--- src/rtl/gate_sweep_ctrl.sv ---
// Truth-table sweeper for a 2-input gate: drives all four input vectors in order,
// captures the gate output for each and compares the table against an expected value.
module gate_sweep_ctrl #(
    parameter int unsigned SETTLE = 2
) (
    input  logic       clk,
    input  logic       rst,
    input  logic       start,
    input  logic       abort,
    input  logic [3:0] expected,
    output logic       gate_a,
    output logic       gate_b,
    input  logic       gate_y,
    output logic       busy,
    output logic       done,
    output logic       pass,
    output logic [3:0] result
);

    localparam logic [3:0] LastCnt = 4'(SETTLE - 1);

    typedef enum logic [1:0] {
        StIdle,
        StDrive,
        StSample,
        StDone
    } state_e;

    state_e     state_q, state_d;
    logic [1:0] idx_q, idx_d;
    logic [3:0] cnt_q, cnt_d;
    logic [3:0] result_d;
    logic       pass_d;
    logic       busy_d;

    always_comb begin
        state_d  = state_q;
        idx_d    = idx_q;
        cnt_d    = cnt_q;
        result_d = result;
        pass_d   = pass;
        unique case (state_q)
            StIdle: begin
                if (start) begin
                    state_d  = StDrive;
                    idx_d    = 2'd0;
                    cnt_d    = 4'd0;
                    result_d = 4'd0;
                    pass_d   = 1'b0;
                end
            end
            StDrive: begin
                if (abort) begin
                    state_d = StIdle;
                    pass_d  = 1'b0;
                end else if (cnt_q == LastCnt) begin
                    state_d = StSample;
                end else begin
                    cnt_d = cnt_q + 4'd1;
                end
            end
            StSample: begin
                // The sample is taken even on abort so partial results stay visible.
                result_d[idx_q] = gate_y;
                if (abort) begin
                    state_d = StIdle;
                    pass_d  = 1'b0;
                end else if (idx_q == 2'd3) begin
                    state_d = StDone;
                    // Compared here so pass is already valid while done is high.
                    pass_d  = (result_d == expected);
                end else begin
                    state_d = StDrive;
                    idx_d   = idx_q + 2'd1;
                    cnt_d   = 4'd0;
                end
            end
            StDone: begin
                state_d = StIdle;
            end
            default: begin
                state_d = StIdle;
            end
        endcase
        busy_d = (state_d == StDrive) || (state_d == StSample);
    end

    always_ff @(posedge clk) begin
        if (rst) begin
            state_q <= StIdle;
            idx_q   <= 2'd0;
            cnt_q   <= 4'd0;
            result  <= 4'd0;
            pass    <= 1'b0;
            busy    <= 1'b0;
            done    <= 1'b0;
            gate_a  <= 1'b0;
            gate_b  <= 1'b0;
        end else begin
            state_q <= state_d;
            idx_q   <= busy_d ? idx_d : 2'd0;
            cnt_q   <= busy_d ? cnt_d : 4'd0;
            result  <= result_d;
            pass    <= pass_d;
            busy    <= busy_d;
            done    <= (state_d == StDone);
            gate_a  <= busy_d & idx_d[1];
            gate_b  <= busy_d & idx_d[0];
        end
    end

endmodule

--- config.mk ---
export PLATFORM = sky130hd
export DESIGN_NAME = gate_sweep_ctrl
export DESIGN_NICKNAME = d
export VERILOG_FILES = /design/src/rtl/gate_sweep_ctrl.sv
export SDC_FILE = /design/constraint.sdc
export NUM_CORES = 1
export LEC_CHECK = 0
export CORE_MARGIN = 1.5
export CORE_UTILIZATION = 60
export CTS_CLUSTER_SIZE = 30
export DETAILED_ROUTE_END_ITERATION = 12
export DONT_BUFFER_PORTS = 1
export GPL_TIMING_DRIVEN = 0
export MAX_ROUTING_LAYER = met4
export PLACE_DENSITY = 0.81
export SYNTH_ARGS = -nofsm -noshare
export SYNTH_HDL_FRONTEND = slang
export SYNTH_SLANG_ARGS = --single-unit
--- constraint.sdc ---
create_clock -name clk -period 2.8 [get_ports clk]
set_input_delay 0.7 -clock clk [delete_from_list [all_inputs] [get_ports clk]]
set_output_delay 0.7 -clock clk [all_outputs]
set_load 0.01 [all_outputs]
Word level (Yosys, flattened, before mapping)
Cells that the tools add are included.

Flip-flop bits (word level): 17. Input bits: 9.

Add/subtract/negate cells: 2. $lt $le $gt $ge: 2. Eq/ne operators: 16. Multiplexer cells: 25. Bitwise operators: 3. Reductions and logical operators: 9.

Operator list (number): $mux 4 (5); $mux 2 (8); $ne 2x2->1 const B (6); $pmux 4 s3 (1); $eq 2x2->1 const B (5); $pmux 2 s4 (1); $pmux 4 s2 (1); $reduce_and 6->1 (1); $mux 1 (5); $add 4x1->4 const B (1); $bwmux 4 (1); $eq 2x1->1 const B (2); $eq 4x1->1 const B (1); $eq 4x4->1 (1); $pmux 2 s2 (1); $reduce_and 4->1 (1); $lt 2x3->1 const B (1); $ne 3x3->1 const B (1); $pmux 1 s3 (1); $reduce_bool 3->1 (1); $add 2x1->2 const B (1); $and 1x1->1 (2); $demux 1 s2 (1); $ge 2x1->1 const B (1); other kinds (7) (7).

Logic depth before layout (Yosys ltp)
Gate-level depths: netlist of run 1.

Depth after elaboration: 9. Gate-level depth with buffers: 10. Mapped depth without buffers: 10.

Worst setup path before layout of run 1
Ideal clock, no wire load.

Kind: input to register. From: in abort. To: reg cnt_q[1]. Setup time: 0.087 ns. Arrival: 2.064 ns. Required time: 2.713 ns. Slack: 0.649 ns. Cell stages on the path: 7. Path buffers: 1. Cell sequence: clkbuf_2 > or3_4 > o21ai_0 > ha_1 > nand2b_1 > or4_1 > o31ai_1.

Longest elaborated chain between the ends: 6. Elaborated cells on any way between the ends: 11.

Ends and longest elaborated chain: from (decl) (line 9) `input logic abort,`; $mux 2 (on tied branches) (line 65, 53); $pmux 2 s4 * (line 42) `unique case (state_q)`; named net state_d[0] (line 29) `state_e state_q, state_d;`; $eq 2x1->1 / $eq 2x2->1 (equally long branches) (line 85) `busy_d = (state_d == StDrive) || (state_d == StSample);`; $logic_or 1x1->1 * (line 85); named net busy_d (line 34) `logic busy_d;`; $not 1->1 (no source line) *; $reduce_or 2->1 (no source line) *; to (signal assigned) (line 102) `cnt_q <= busy_d ? cnt_d : 4'd0;`; to (decl) (line 31) `logic [3:0] cnt_q, cnt_d;`.

The timed path passes the listed nets; every way through them passes the cells marked *. A chain may end at the register's enable or synchronous reset.

Worst setup path in the final report of run 1
From: reg cnt_q[0]. To: reg cnt_q[1].

Longest elaborated chain between the ends: 8. Elaborated cells on any way between the ends: 15.

Ends and longest elaborated chain: $eq 4x1->1 * (line 56) `end else if (cnt_q == LastCnt) begin`; $mux 2 * (line 56); $mux 2 * (line 53) `if (abort) begin`; $pmux 2 s4 * (line 42); named net state_d[0] (line 29); $eq 2x1->1 / $eq 2x2->1 (equally long branches) (line 85); $logic_or 1x1->1 * (line 85); named net busy_d (line 34); $not 1->1 (no source line) *; $reduce_or 2->1 (no source line) *.

The timed path passes the listed nets; every way through them passes the cells marked *. The select of a mux whose other input is x is not followed.

==> impl_metrics.env, run 1 <==
export IMPL_outcome="finished clean"
export IMPL_ff2ff_setup_slack_ps=490
export IMPL_grt_max_degree=11
export IMPL_clkTransAtPathRegs_ps=90
export IMPL_nFillCells=135
export IMPL_worstPathArrival_ps=2520
export IMPL_antenna_found_initial=0
export IMPL_cts_sinks=17
export IMPL_critPathLaunchType="register"
export IMPL_fin_hold_ws_ps=526
export IMPL_drv_slew=0
export IMPL_synth_cells=109
export IMPL_cp_startpoint="cnt_q[0]$_SDFFE_PP0P_"
export IMPL_fin_crit_sh=0.824
export IMPL_p_sw_uw=96.8
export IMPL_comb_power_share=0.092
export IMPL_grt_pass1_vias=685
export IMPL_synth_common_cells="17 x dfxtp_1, 11 x nor2_1, 9 x a21oi_1"
export IMPL_die_y_um=42.1
export IMPL_nets=126
export IMPL_seqPwrFrac=0.599
export IMPL_crit_top_cell="ha_1"
export IMPL_drive_gt1_frac=0.0973
export IMPL_p_leak_nw=0.353
export IMPL_diodes=0
export IMPL_coreArea_sq_um=1370
export IMPL_dieArea_sq_um=1770
export IMPL_synth_area_top_cells="dfxtp_1 37%, a21oi_1 4.9%, nor2b_1 4.8%"
export IMPL_p_clk_frac=0.309
export IMPL_path_delay_family="simple AND/OR/NAND/NOR gates"
export IMPL_vias_per_cell=6.19
export IMPL_synth_top_area_cell="dfxtp_1"
export IMPL_min_from="cnt_q[1]$_SDFFE_PP0P_"
export IMPL_cts_htree_levels=1
export IMPL_crit_required_ps=3010
export IMPL_cts_root_buffer="clkbuf_4"
export IMPL_synth_async_reset_ratio=0
export IMPL_crit_path_end_kind="register"
export IMPL_syn_to_final_growth_pct=4.90
export IMPL_r2r_end="cnt_q[1]$_SDFFE_PP0P_"
export IMPL_grt_total_usage=0.215
export IMPL_synth_edf_count=0
export IMPL_avgSynthCellArea_sq_um=8.43
export IMPL_cts_resized=0
export IMPL_grt_pass1_wl_um=2870
export IMPL_finalSetupViolCount=0
export IMPL_portBuffers=0
export IMPL_wl_um=1750
export IMPL_ant_nets=0
export IMPL_synth_top_area_share=0.371
export IMPL_max_stage_delay_ps=430
export IMPL_yosysMostFrequentCell="dfxtp_1"
export IMPL_ios=18
export IMPL_yosysWarnings=0
export IMPL_path_cells="ha_1 -> nor3b_1 -> or3_4 -> o21ai_0 -> ha_1 -> nand2b_1 -> or4_1 -> o31ai_1"
export IMPL_initial_core_util=0.672
export IMPL_crit_slowest_cell="or4_1"
export IMPL_relSlewSlack=0.735
export IMPL_p_int_uw=315
export IMPL_r2r_start="cnt_q[0]$_SDFFE_PP0P_"
export IMPL_clock_fmax_mhz=433
export IMPL_p_total_uw=412
export IMPL_multi_input_area_sq_um=539
export IMPL_cp_num_buf_inv=0
export IMPL_hp_class="reg -> reg"
export IMPL_fin_tns_setup_ps=0
export IMPL_ff_latch_area_sq_um=340
export IMPL_postCtsSetupRepairBufs=0
export IMPL_dr_total_vias=792
export IMPL_whs_path_depth=2
export IMPL_cts_max_path_buffers=2
export IMPL_fin_crit_ps=2310
export IMPL_yosysSeqAreaShare=0.371
export IMPL_placementRows=13
export IMPL_worst_pin_slew_ps=394
export IMPL_r2r_cells=8
export IMPL_syn_nets=121
export IMPL_place_detailed_hpwl_um=1240
export IMPL_cap_violations=0
export IMPL_hold_buffers=0
export IMPL_critPathMaxFanout=6
export IMPL_insertion_delay_ps=290
export IMPL_drtPass1Iterations=4
export IMPL_hold_end="cnt_q[1]$_SDFFE_PP0P_"
export IMPL_drc=0
export IMPL_critical_path_class="reg -> reg"
export IMPL_rsz0062_at_grt="false"
export IMPL_routedWlPerCell_um=13.7
export IMPL_p_per_area_nw_per_um2=428
export IMPL_synth_area_sq_um=918
export IMPL_swShare=0.235
export IMPL_synth_top_flop_cell="dfxtp_1"
export IMPL_irDropWorstVdd_uv=333
export IMPL_cts_buffers_inserted=3
export IMPL_cts_tree="done"
export IMPL_synth_seq_cells=17
export IMPL_synth_cell_type_count=37
export IMPL_finalClockSkew_ps=5.39
export IMPL_first_iter_violations=28
export IMPL_finalHoldViolCount=0
export IMPL_place_congestion=0.831
export IMPL_die_w_um=42.1
export IMPL_grt_ovfl_total=0
[stage by stage]
stage / util / instances / area, sq um / setup WS (ps)
after CTS: 0.705 / 128 / 963 / 507
after global placement: 0.686 / 124 / 937 / 480
after floorplan: - / 109 / 918 / 649
after global routing: 0.705 / 128 / 963 / 274
after detailed placement: 0.686 / 124 / 937 / 459
final: 0.705 / 128 / 963 / 492
[routing by layer]
metal / wire length, um / GRT usage / up-vias
li1: - / - / 397
met1: 882 / 0.303 / 364
met2: 711 / 0.269 / 24
met3: 103 / 0.0560 / 7
met4: 52 / 0.131 / 0
met5: 0 / - / -
[worst max path at each step]
stage / slack [ps] / cells after the start / endpoint
after floorplan: 650 / 7 / cnt_q[1]$_SDFFE_PP0P_
after global placement: 480 / 8 / cnt_q[1]$_SDFFE_PP0P_
after detailed placement: 460 / 7 / cnt_q[1]$_SDFFE_PP0P_
after CTS: 510 / 8 / cnt_q[1]$_SDFFE_PP0P_
after global routing: 270 / 8 / cnt_q[1]$_SDFFE_PP0P_
final: 490 / 8 / cnt_q[1]$_SDFFE_PP0P_
[tightest hold or removal path: cells and delay by family, from the launching register on]
kind	cells	cell delay, ps
DFF	1	340
AOI/OAI and AO/OA	1	70
buffers and inverters	1	70
[layout make-up]
cell class	count	share of cell area
clock buffers	4	0.0273
inverters	3	0.0117
flip-flops and latches	17	0.353
plain buffers	6	0.0286
multi-input cells	83	0.560
well taps	15	0.0195
[power by group through the flow]
stage	registers [mW]	logic [mW]	clock network (mW)
after floorplan	0.252	0.0305	0
after global placement	0.253	0.0361	0
after detailed placement	0.253	0.0370	0
after CTS	0.247	0.0376	0.132
after global routing	0.247	0.0424	0.143
final	0.247	0.0379	0.127
[logic make-up after synthesis]
kind of cell    Yosys count  synth area share
compound gates           33             0.234
xor+xnor                  4            0.0382
fa+ha+maj                 3            0.0409
buf+inv                   9            0.0422
flops                    17             0.371
mux                       1            0.0109
simple gates             42             0.263
[sequential cells by signal, indices dropped and copies added, names as in the netlist]
signal,cells
gate_b,1
state_q,2
pass,1
done,1
gate_a,1
cnt_q,4
result,4
busy,1
idx_q,2
[layout by cell type, fill, tap and decap left out, types with 2 or more instances in the layout]
master and count:
dfxtp_1 17, nor2_1 11, a21oi_1 9, o21ai_0 8, nor2b_1 7, nand2_1 4
clkbuf_1 3, buf_2 3, nor3b_1 3, nand3_1 3, inv_1 3, nand2b_1 3
a32oi_1 3, nor3_1 3, ha_1 3, clkbuf_4 3, and2b_1 2, xnor2_1 2
xor2_1 2, o21bai_1 2, a22oi_1 2
Power figures use the tool's default switching activity.
==> run 2: changes to the inputs <==
--- a/config.mk
+++ b/config.mk
@@ -6,13 +6,13 @@
 export NUM_CORES = 1
 export LEC_CHECK = 0
 export CORE_MARGIN = 1.5
-export CORE_UTILIZATION = 60
+export CORE_UTILIZATION = 54
 export CTS_CLUSTER_SIZE = 30
 export DETAILED_ROUTE_END_ITERATION = 12
 export DONT_BUFFER_PORTS = 1
 export GPL_TIMING_DRIVEN = 0
 export MAX_ROUTING_LAYER = met4
-export PLACE_DENSITY = 0.81
+export PLACE_DENSITY = 0.77
 export SYNTH_ARGS = -nofsm -noshare
 export SYNTH_HDL_FRONTEND = slang
 export SYNTH_SLANG_ARGS = --single-unit
==> constraint.sdc (replaced) <==
create_clock -name clk -period 1.9 [get_ports clk]
set_input_delay 0.475 -clock clk [delete_from_list [all_inputs] [get_ports clk]]
set_output_delay 0.475 -clock clk [all_outputs]
set_load 0.01 [all_outputs]
==> run 2 against run 1 <==
Against the previous run:
- hold slack worse by 170 ps
- critical path depth unchanged
- die area is 10% higher
- power grew 56%
- the run now ends with negative setup slack left
- core utilization is 1.3 points lower
- clock power is 59% higher
- register-to-register slack lost 530 ps
- sequential share of layout area shrank 3.0 points
- global-route usage grew 0.84 points
- sequential power grew 48%
- combinational power increased by 96%
- non-clock buffer count increased by 2
==> impl_metrics.env, run 2 (synthesis gave the netlist of run 1 again) <==
export IMPL_place_congestion=0.796
export IMPL_reg_top3="cnt_q x4, result x4"
export IMPL_p_per_area_nw_per_um2=601
export IMPL_p_leak_nw=0.381
export IMPL_finalClockSkew_ps=11.5
export IMPL_routedWlPerCell_um=14.7
export IMPL_dp_cells=125
export IMPL_critPathMaxFanout=10
export IMPL_outcome="finished with violations"
export IMPL_cts_max_path_buffers=2
export IMPL_stdcell_area_sq_um=1070
export IMPL_clock_fmax_mhz=517
export IMPL_cap_violations=0
export IMPL_worst_pin_slew_ps=459
export IMPL_die_y_um=44.2
export IMPL_syn_to_final_growth_pct=16.2
export IMPL_grt_pass1_vias=732
export IMPL_ios=18
export IMPL_final_common_cell="dfxtp_1"
export IMPL_crit_path_end_kind="register"
export IMPL_critPathLaunchType="register"
export IMPL_cts_tree="done"
export IMPL_critical_path_class="reg -> reg"
export IMPL_grt_total_usage=0.223
export IMPL_cts_buffers_inserted=3
export IMPL_coreArea_sq_um=1540
export IMPL_p_sw_uw=164
export IMPL_dr_total_vias=839
export IMPL_vias_per_cell=6.40
export IMPL_p_int_uw=477
export IMPL_instances_no_fill=131
export IMPL_hp_class="in -> reg"
export IMPL_comb_power_share=0.115
export IMPL_clkTransAtPathRegs_ps=110
export IMPL_swShare=0.256
export IMPL_antenna_found_initial=0
export IMPL_cts_sinks=17
export IMPL_portBuffers=0
export IMPL_first_iter_violations=39
export IMPL_grt_max_degree=11
export IMPL_nets=128
export IMPL_fin_tns_setup_ps=-34.4
export IMPL_dieArea_sq_um=1960
export IMPL_layout_common_cells="13 x dfxtp_1, 11 x nor2_1, 8 x a21oi_1, 7 x nor2b_1"
export IMPL_setup_ws_ps=-34.4
export IMPL_grt_pass1_wl_um=3150
export IMPL_placed_area_sq_um=956
export IMPL_grt_ovfl_total=0
export IMPL_finalHoldViolCount=0
export IMPL_cts_htree_levels=1
export IMPL_place_detailed_hpwl_um=1310
export IMPL_drv_slew=0
export IMPL_finalSetupViolCount=1
export IMPL_rsz0062_at_grt="true"
export IMPL_ant_nets=0
export IMPL_failed_checks="negative setup slack"
export IMPL_diodes=0
export IMPL_fin_crit_ps=1930
export IMPL_wl_um=1920
export IMPL_cts_root_buffer="clkbuf_4"
export IMPL_irDropWorstVdd_uv=389
export IMPL_insertion_delay_ps=300
export IMPL_drc=0
export IMPL_initial_core_util=0.596
export IMPL_die_w_um=44.2
export IMPL_drive_gt1_frac=0.243
export IMPL_fin_hold_ws_ps=355
export IMPL_nFillCells=131
export IMPL_drtPass1Iterations=4
export IMPL_hold_buffers=0
export IMPL_placementRows=14
export IMPL_relSlewSlack=0.686
export IMPL_ff_latch_area_sq_um=345
export IMPL_worstPathArrival_ps=2160
export IMPL_crit_required_ps=2120
export IMPL_p_clk_frac=0.315
export IMPL_ff2ff_setup_slack_ps=-30
export IMPL_fin_crit_sh=1.02
export IMPL_multi_input_area_sq_um=607
export IMPL_seqPwrFrac=0.569
export IMPL_post_route_util=0.692
## run 2: what timing repair did
item                       CTS  global route
pin swaps                    1             3
buffers inserted             2             0
setup endpoints to repair    6             6
cloned                       0             0
gates resized for setup      7            14
## run 2: critical path: stages, from the launching register on
cell and delay (ps):
dfxtp_2 350, clkbuf_4 180, and2b_1 200, nor2_1 210, o21ai_4 90, ha_4 270
nand2b_4 70, or4_1 400, o31ai_1 70
## run 2: through the flow
step | power (mW) | setup slack, ps
final | 0.641 | -34.4
after global routing | 0.663 | -99.3
after CTS | 0.632 | -82.2
after detailed placement | 0.430 | -163
after global placement | 0.429 | -144
after floorplan | 0.420 | 11.2
## run 2: metal layers
layer  up-vias  wire length (um)  part of all wire  GRT usage
li1        405                 -                 -          -
met1       385               906              0.47      0.305
met2        40               830              0.43      0.318
met3         9               146             0.076     0.0449
met4         0                40             0.021     0.0970
met5         -                 0                 0          -
## run 2: cell type report
| type | count | share of cell area |
|---|---|---|
| inverter | 3 | 0.0106 |
| timing repair buffer | 2 | 0.0141 |
| buffer | 6 | 0.0399 |
| clock buffer | 4 | 0.0246 |
| sequential | 17 | 0.324 |
| tap | 16 | 0.0188 |
| multi-input combinational | 83 | 0.569 |
## run 2: path summary, 6_finish.rpt
| check | cells after the start | from | endpoint |
|---|---|---|---|
| max reg2reg | 8 | state_q[1]$_SDFF_PP0_ | cnt_q[1]$_SDFFE_PP0P_ |
| min reg2reg | 2 | cnt_q[1]$_SDFFE_PP0P_ | cnt_q[1]$_SDFFE_PP0P_ |
| min | 2 | gate_y | result[0]$_SDFFE_PP0P_ |
| max | 8 | state_q[1]$_SDFF_PP0_ | cnt_q[1]$_SDFFE_PP0P_ |
## run 2: power by group through the flow
stage / logic, mW / registers, mW / clock network (mW)
detailed placement: 0.0578 / 0.372 / 0
finish: 0.0741 / 0.365 / 0.202
floorplan: 0.0484 / 0.372 / 0
CTS: 0.0688 / 0.364 / 0.199
global placement: 0.0571 / 0.372 / 0
global route: 0.0806 / 0.366 / 0.217
==> run 3: changes to the inputs <==
--- a/config.mk
+++ b/config.mk
@@ -5,7 +5,6 @@
 export SDC_FILE = /design/constraint.sdc
 export NUM_CORES = 1
 export LEC_CHECK = 0
-export CORE_MARGIN = 1.5
 export CORE_UTILIZATION = 54
 export CTS_CLUSTER_SIZE = 30
 export DETAILED_ROUTE_END_ITERATION = 12
==> run 3 against run 2 <==
Against the previous run:
- the flow still finishes with violations (negative setup slack)
- sequential cell count unchanged
- power fell by 2.2%
- non-clock buffer count increased by 1
- combinational power fell by 0.9%
- die area down 4.5%
- core utilization is 0.65 points lower
- largest cell class unchanged
==> impl_metrics.env, run 3 (synthesis gave the netlist of run 1 again) <==
export IMPL_grt_pass1_wl_um=3070
export IMPL_die_y_um=43.2
export IMPL_worst_pin_slew_ps=416
export IMPL_fin_crit_sh=1.03
export IMPL_stdcell_area_sq_um=1060
export IMPL_grt_total_usage=0.222
export IMPL_grt_ovfl_total=0
export IMPL_cts_tree="done"
export IMPL_dp_cells=125
export IMPL_finalSetupViolCount=1
export IMPL_post_route_util=0.686
export IMPL_cap_violations=0
export IMPL_portBuffers=0
export IMPL_cts_buffers_inserted=3
export IMPL_fin_hold_ws_ps=359
export IMPL_place_detailed_hpwl_um=1270
export IMPL_critical_path_class="reg -> reg"
export IMPL_drc=0
export IMPL_reg_top3="cnt_q x4, result x4"
export IMPL_hold_buffers=0
export IMPL_failed_checks="negative setup slack"
export IMPL_final_common_cell="dfxtp_1"
export IMPL_placementRows=14
export IMPL_setup_ws_ps=-53.9
export IMPL_cts_root_buffer="clkbuf_4"
export IMPL_drive_gt1_frac=0.224
export IMPL_initial_core_util=0.596
export IMPL_vias_per_cell=6.32
export IMPL_irDropWorstVdd_uv=423
export IMPL_grt_pass1_vias=714
export IMPL_coreArea_sq_um=1540
export IMPL_routedWlPerCell_um=14.1
export IMPL_rsz0062_at_grt="true"
export IMPL_crit_required_ps=2100
export IMPL_cts_sinks=17
export IMPL_dr_total_vias=834
export IMPL_hp_class="in -> reg"
export IMPL_cts_max_path_buffers=2
export IMPL_antenna_found_initial=0
export IMPL_ios=18
export IMPL_finalClockSkew_ps=0.747
export IMPL_nets=129
export IMPL_cts_htree_levels=1
export IMPL_critPathMaxFanout=6
export IMPL_diodes=0
export IMPL_die_w_um=43.2
export IMPL_ant_nets=0
export IMPL_first_iter_violations=37
export IMPL_seqPwrFrac=0.579
export IMPL_drtPass1Iterations=4
export IMPL_p_clk_frac=0.304
export IMPL_fin_crit_ps=1950
export IMPL_p_leak_nw=0.387
export IMPL_p_sw_uw=152
export IMPL_wl_um=1860
export IMPL_drv_slew=0
export IMPL_clkTransAtPathRegs_ps=90
export IMPL_p_per_area_nw_per_um2=593
export IMPL_clock_fmax_mhz=512
export IMPL_dieArea_sq_um=1870
export IMPL_insertion_delay_ps=280
export IMPL_nFillCells=123
export IMPL_place_congestion=0.823
export IMPL_instances_no_fill=132
export IMPL_finalHoldViolCount=0
export IMPL_grt_max_degree=11
export IMPL_syn_to_final_growth_pct=15.1
export IMPL_p_int_uw=475
export IMPL_placed_area_sq_um=956
export IMPL_comb_power_share=0.117
export IMPL_crit_path_end_kind="register"
export IMPL_worstPathArrival_ps=2160
export IMPL_outcome="finished with violations"
export IMPL_relSlewSlack=0.716
export IMPL_critPathLaunchType="register"
export IMPL_swShare=0.242
export IMPL_layout_common_cells="14 x dfxtp_1, 11 x nor2_1, 8 x a21oi_1, 7 x nor2b_1"
run 3: cell count changes in the layout (fill, tap and decap cells not counted), sizes merged:
cell | previous run | this run
buf | 4 | 5
run 3: area by class of cell:
cell class | count | area, sq um | area share
Inverter | 3 | 11.3 | 0.0107
Timing Repair Buffer | 3 | 22.5 | 0.0213
Sequential cell | 17 | 347 | 0.328
Clock buffer | 4 | 26.3 | 0.0249
Buffer | 6 | 42.5 | 0.0402
Multi-Input combinational cell | 83 | 588 | 0.556
Tap cell | 16 | 20.0 | 0.0189
run 3: metal layers:
layer,global-route usage,part of all wire
met2,0.328,0.47
met1,0.302,0.45
met5,-,0
met3,0.0340,0.074
met4,0.0909,0.012
run 3: worst max-delay path: stages, from the launching register on:
cell	delay, ps
dfxtp_2	340
inv_1	50
ha_1	170
nor3b_2	170
or3_4	360
o21ai_4	90
ha_4	150
nand2b_4	80
or4_1	400
o31ai_1	70
run 3: path summary, 6_finish.rpt:
check	start	to	slack, ps	depth (start not counted)
worst min-delay path	gate_y	result[2]$_SDFFE_PP0P_	360	2
worst min register to register	cnt_q[1]$_SDFFE_PP0P_	cnt_q[1]$_SDFFE_PP0P_	490	2
worst max-delay path	cnt_q[1]$_SDFFE_PP0P_	cnt_q[1]$_SDFFE_PP0P_	-50	9
worst max register to register	cnt_q[1]$_SDFFE_PP0P_	cnt_q[1]$_SDFFE_PP0P_	-50	9
run 3: what timing repair did:
action / in CTS / in global routing
pin swaps: 1 / 1
gates resized for setup: 8 / 9
setup buffers: 3 / 0
endpoints found under the setup margin: 6 / 6
run 3: stage by stage:
step	total power [mW]	worst slack, ps	setup TNS, ps
global placement	0.429	-140	-717
finish	0.627	-53.9	-53.9
detailed placement	0.430	-172	-837
CTS	0.629	-81.5	-81.5
floorplan	0.420	11.2	0
global route	0.664	-167	-290
run 3: power by group through the flow:
stage	sequential [mW]	combinational, mW	clock [mW]
finish	0.363	0.0734	0.191
global route	0.364	0.0808	0.219
CTS	0.363	0.0697	0.197
detailed placement	0.372	0.0577	0
global placement	0.372	0.0571	0
floorplan	0.372	0.0484	0
